$ cat src/rtl/fifo_read_drain.sv
// fifo_read_drain: pops words from an upstream FIFO with one-cycle read latency
// into a two-entry in-order output buffer with valid/ready handshake, and
// counts completed output transfers.
module fifo_read_drain #(
  parameter int WIDTH = 8,
  parameter int CNT_W = 16
) (
  input  logic             clk,
  input  logic             rst,
  input  logic             enable,
  input  logic             flush,
  input  logic             fifo_empty,
  input  logic [WIDTH-1:0] fifo_rd_data,
  output logic             fifo_rd_en,
  output logic [WIDTH-1:0] out_data,
  output logic             out_valid,
  input  logic             out_ready,
  output logic [CNT_W-1:0] xfer_count
);

  logic [1:0]       occ_q, occ_d;
  logic             inflight_q, inflight_d;
  logic [WIDTH-1:0] head_q, head_d;
  logic [WIDTH-1:0] tail_q, tail_d;
  logic [CNT_W-1:0] xfer_count_q, xfer_count_d;

  logic       pop_out;
  logic       capture;
  logic [1:0] slot;
  logic [2:0] pending;

  assign out_valid  = (occ_q != 2'd0);
  assign out_data   = head_q;
  assign xfer_count = xfer_count_q;
  assign pop_out    = out_valid & out_ready;

  // Issue a pop only when the words already owned (buffered plus in flight,
  // minus the one leaving this cycle) leave room in the two-entry buffer.
  always_comb begin
    pending    = {1'b0, occ_q} + {2'b00, inflight_q} - {2'b00, pop_out};
    fifo_rd_en = ~rst & enable & ~fifo_empty & ~flush & (pending < 3'd2);
  end

  // Next-state for the buffer: shift out on a transfer, then place the
  // returning word behind whatever remains so order is preserved.
  always_comb begin
    head_d       = head_q;
    tail_d       = tail_q;
    capture      = inflight_q & ~flush;
    slot         = occ_q - {1'b0, pop_out};
    inflight_d   = fifo_rd_en;
    xfer_count_d = xfer_count_q + {{(CNT_W-1){1'b0}}, pop_out};
    if (pop_out) begin
      head_d = tail_q;
    end
    if (capture) begin
      if (slot == 2'd0) begin
        head_d = fifo_rd_data;
      end else begin
        tail_d = fifo_rd_data;
      end
    end
    occ_d = occ_q - {1'b0, pop_out} + {1'b0, capture};
    if (flush) begin
      occ_d = 2'd0;
    end
  end

  // State registers; reset empties the buffer, drops any in-flight word and
  // clears the transfer counter without waiting for a clock edge.
  always_ff @(posedge clk or posedge rst) begin
    if (rst) begin
      occ_q        <= 2'd0;
      inflight_q   <= 1'b0;
      head_q       <= '0;
      tail_q       <= '0;
      xfer_count_q <= '0;
    end else begin
      occ_q        <= occ_d;
      inflight_q   <= inflight_d;
      head_q       <= head_d;
      tail_q       <= tail_d;
      xfer_count_q <= xfer_count_d;
    end
  end

endmodule

$ cat config.mk
export PLATFORM = sky130hd
export DESIGN_NAME = fifo_read_drain
export DESIGN_NICKNAME = d
export VERILOG_FILES = /design/src/rtl/fifo_read_drain.sv
export SDC_FILE = /design/constraint.sdc
export NUM_CORES = 1
export LEC_CHECK = 0
export BUFFER_PORTS_ARGS = -buffer_cell sky130_fd_sc_hd__buf_2
export CAP_MARGIN = 30
export CORE_MARGIN = 10
export CORE_UTILIZATION = 25
export CTS_CLUSTER_SIZE = 12
export DETAILED_ROUTE_END_ITERATION = 16
export PLACE_DENSITY = 0.54
export SLEW_MARGIN = 40
export SYNTH_ARGS = -nofsm -noshare
export SYNTH_HDL_FRONTEND = slang
export SYNTH_SLANG_ARGS = --single-unit
$ cat constraint.sdc
create_clock -name clk -period 3.4 [get_ports clk]
set_input_delay 0.34 -clock clk [delete_from_list [all_inputs] [get_ports clk]]
set_output_delay 0.34 -clock clk [all_outputs]
set_load 0.1 [all_outputs]
==> run metrics <==
Detail Placement HPWL=2.43 mm; P&R area growth vs syn=24.4%; EDFF count, synth=0; sw power=between 0.9 and 1 mW; vias in the first global route=between 1000 and 1500; sw frac=49.8%; wire per inst=about 13 µm; Max IR drop VDD=0.553 mV; Reg area=876 µm²; status=finished, final reports clean; post-layout net count=approximately 190; number of diodes=0; instance count of the mapped netlist=125; Hold Buf Count CTS=0; CTS buffer count=5; DR vias=1048; Post-DP Area=1840 µm²; number of cells on the worst reg-to-reg path=8; final setup fails=0; largest net degree at the start of global routing=19; Rows=28; H-Tree Depth=2; Max FO, Critical Path=10; reg-to-reg endpoint=out_data[1]$_DFF_PP0_; Worst-Skew Late Latency=~0.28 ns; post-route worst setup slack=0.608 ns; DRC violations left=0; Seq cells post-synth=35; Clock transition at path regs=about 0.070 ns; fill count=just over 600; WL final=3.26 mm; gr ovfl total=0; Tcrit/Tclk final=82.1%; Comb pwr share=48.6%; Pleak=around 1.1 nW; Clock Skew=0.00764 ns; footprint of the multi-input gates=652 µm²; Reg power frac=between 30% and 40%; number of distinct library cells after synthesis=24; clk sinks=35; Root Driver=clkbuf_8; internal power=about 0.93 mW; Syn Area/Cell=12.5 µm²; dpl ws=between 0.8 and 0.9 ns; Core Region=5990 µm²; data arrival time of the worst path=2.45 ns; TritonRoute pass-1 iters=4; total global routing track utilization=under 10%; DR iter-0 viols=9; Via density=4.28; final hold vios=0; number of max-slew violations in the final report=0; Clock Power Share=between 15 and 20%; Worst Setup End Kind=primary output; synth warn=0; f_max=358 MHz; critical path class=reg -> out; first-pass GRT wire length=approximately 5.4 mm; die height=99.0 µm; Post-synth top flop=dfrtp_1; initial antenna violation count=0; Finished Cell Area=1940 µm²; r2r setup slk=between 0.9 and 1 ns; postcts setup bufs=0; setup_tns=0 ns; Max Cap Viol=0; Post-CTS Resized=0; post-route ant nets=0; mapped cell area=1560 µm²; CTS Buffer Depth=2; Initial Util=26.0%; layout cell share with drive strength beyond 1=between 30% and 40%; CP required=3.06 ns; gpl congestion=0.674; Seq/Total Area, Yosys=56.2%; Die X=99.0 µm; Tightest Hold Check Type=in -> async; net count after synthesis=144; RSZ-0062 raised after global routing=no; Port Buffers=39; I/O pin cnt=40; pin slew with the least headroom to its limit=0.660 ns; Final min period=2.79 ns; RR Startpoint=occ_q[1]$_DFF_PP0_; Die Area=9800 µm²; Power Dens Cells=952 nW/µm²; post-layout util=32.4%; CTS tree=built; asr flop ratio synth=100%; Slew headroom=55.7%; CP Launch Type=flop
critical path: stages, from the launching register on:
cell	delay, ns
dfrtp_1	0.46
or2_1	0.30
nand2_4	0.18
nor2_1	0.08
fa_1	0.41
xnor2_1	0.13
and3_1	0.18
buf_2	0.43
registers in the layout, indices dropped and copies added, names as in the netlist:
| signal | flops |
|---|---|
| inflight_q | 1 |
| tail_q | 8 |
| occ_q | 2 |
| xfer_count | 16 |
| out_data | 8 |
per-layer routing:
layer  GRT usage [%]  routed length, µm
met1            7.96               1480
met2            10.4               1460
met3            3.91                283
met4            2.98                 43
met5               0                  0
area by class of cell:
class / count / share of cell area [%]
Inverter: 4 / 0.774
Sequential cell: 35 / 45.2
Timing Repair Buffer: 40 / 10.5
Multi-Input combinational cell: 83 / 33.6
Tap cell: 75 / 4.84
Clock buffer: 8 / 5.16
worst max-delay path by stage:
stage	from	endpoint	slack (ns)	cells past startpoint
after floorplan	occ_q[1]$_DFF_PP0_	fifo_rd_en	0.05	7
after global placement	occ_q[1]$_DFF_PP0_	fifo_rd_en	0.93	7
after detailed placement	occ_q[1]$_DFF_PP0_	fifo_rd_en	0.89	7
after CTS	occ_q[1]$_DFF_PP0_	fifo_rd_en	0.58	7
after global routing	occ_q[1]$_DFF_PP0_	fifo_rd_en	0.46	7
final	occ_q[1]$_DFF_PP0_	fifo_rd_en	0.61	7
layout by cell type (no fill, tap or decap):
cell,count
or2_1,1
xor2_1,5
nand3_1,7
clkbuf_1,1
buf_4,1
clkbuf_8,7
and3_1,5
a21boi_4,1
dfrtp_1,35
nand4_1,2
a21oi_1,8
buf_2,39
xnor2_2,1
inv_1,3
and4_1,2
mux2_2,8
ha_1,4
fa_1,1
xnor2_1,12
mux2i_1,8
nand2_1,4
nor2_1,10
nor2b_1,2
clkinv_1,1
nand2_4,1
nor4b_1,1
synthesized netlist by cell type, drive strengths merged (2+ instances only):
library cell   n  area share [%]
nand3          7             2.2
mux2           8             5.8
and4           2             1.1
ha             4             3.2
xnor2         13             7.8
nand4          2            0.80
xor2           5             2.8
mux2i          8             5.1
and3           5             2.0
dfrtp         35              56
nor2          10             2.4
buf            2            0.80
nor2b          2            0.80
inv            4            0.96
a21oi          8             2.6
nand2          5             1.7
cells by family (layout without fill, tap and decap cells):
group           after synthesis  after routing  synth area share [%]
xor+xnor                     18             18                  10.6
flops                        35             35                  56.2
mux                          16             16                  10.9
compound gates                9              9                  3.77
fa+ha+maj                     5              5                  4.49
simple gates                 35             35                  12.0
buf+inv                       7             52                  2.01
through the flow:
step                cells  total power, mW  hold slack (ns)
CTS                   245             1.88            0.196
detailed placement    237             1.54            0.464
finish                245             1.85           0.0657
floorplan             125             1.39            0.406
global route          245             1.95            0.115
global placement      237             1.53            0.458
power groups by stage:
| stage | clock (mW) | combinational [mW] | sequential (mW) |
|---|---|---|---|
| floorplan | 0 | 0.336 | 1.05 |
| global placement | 0 | 0.901 | 0.628 |
| detailed placement | 0 | 0.911 | 0.624 |
| CTS | 0.348 | 0.910 | 0.619 |
| global route | 0.365 | 0.952 | 0.635 |
| finish | 0.332 | 0.897 | 0.617 |
(Power assumes the default switching activity.)
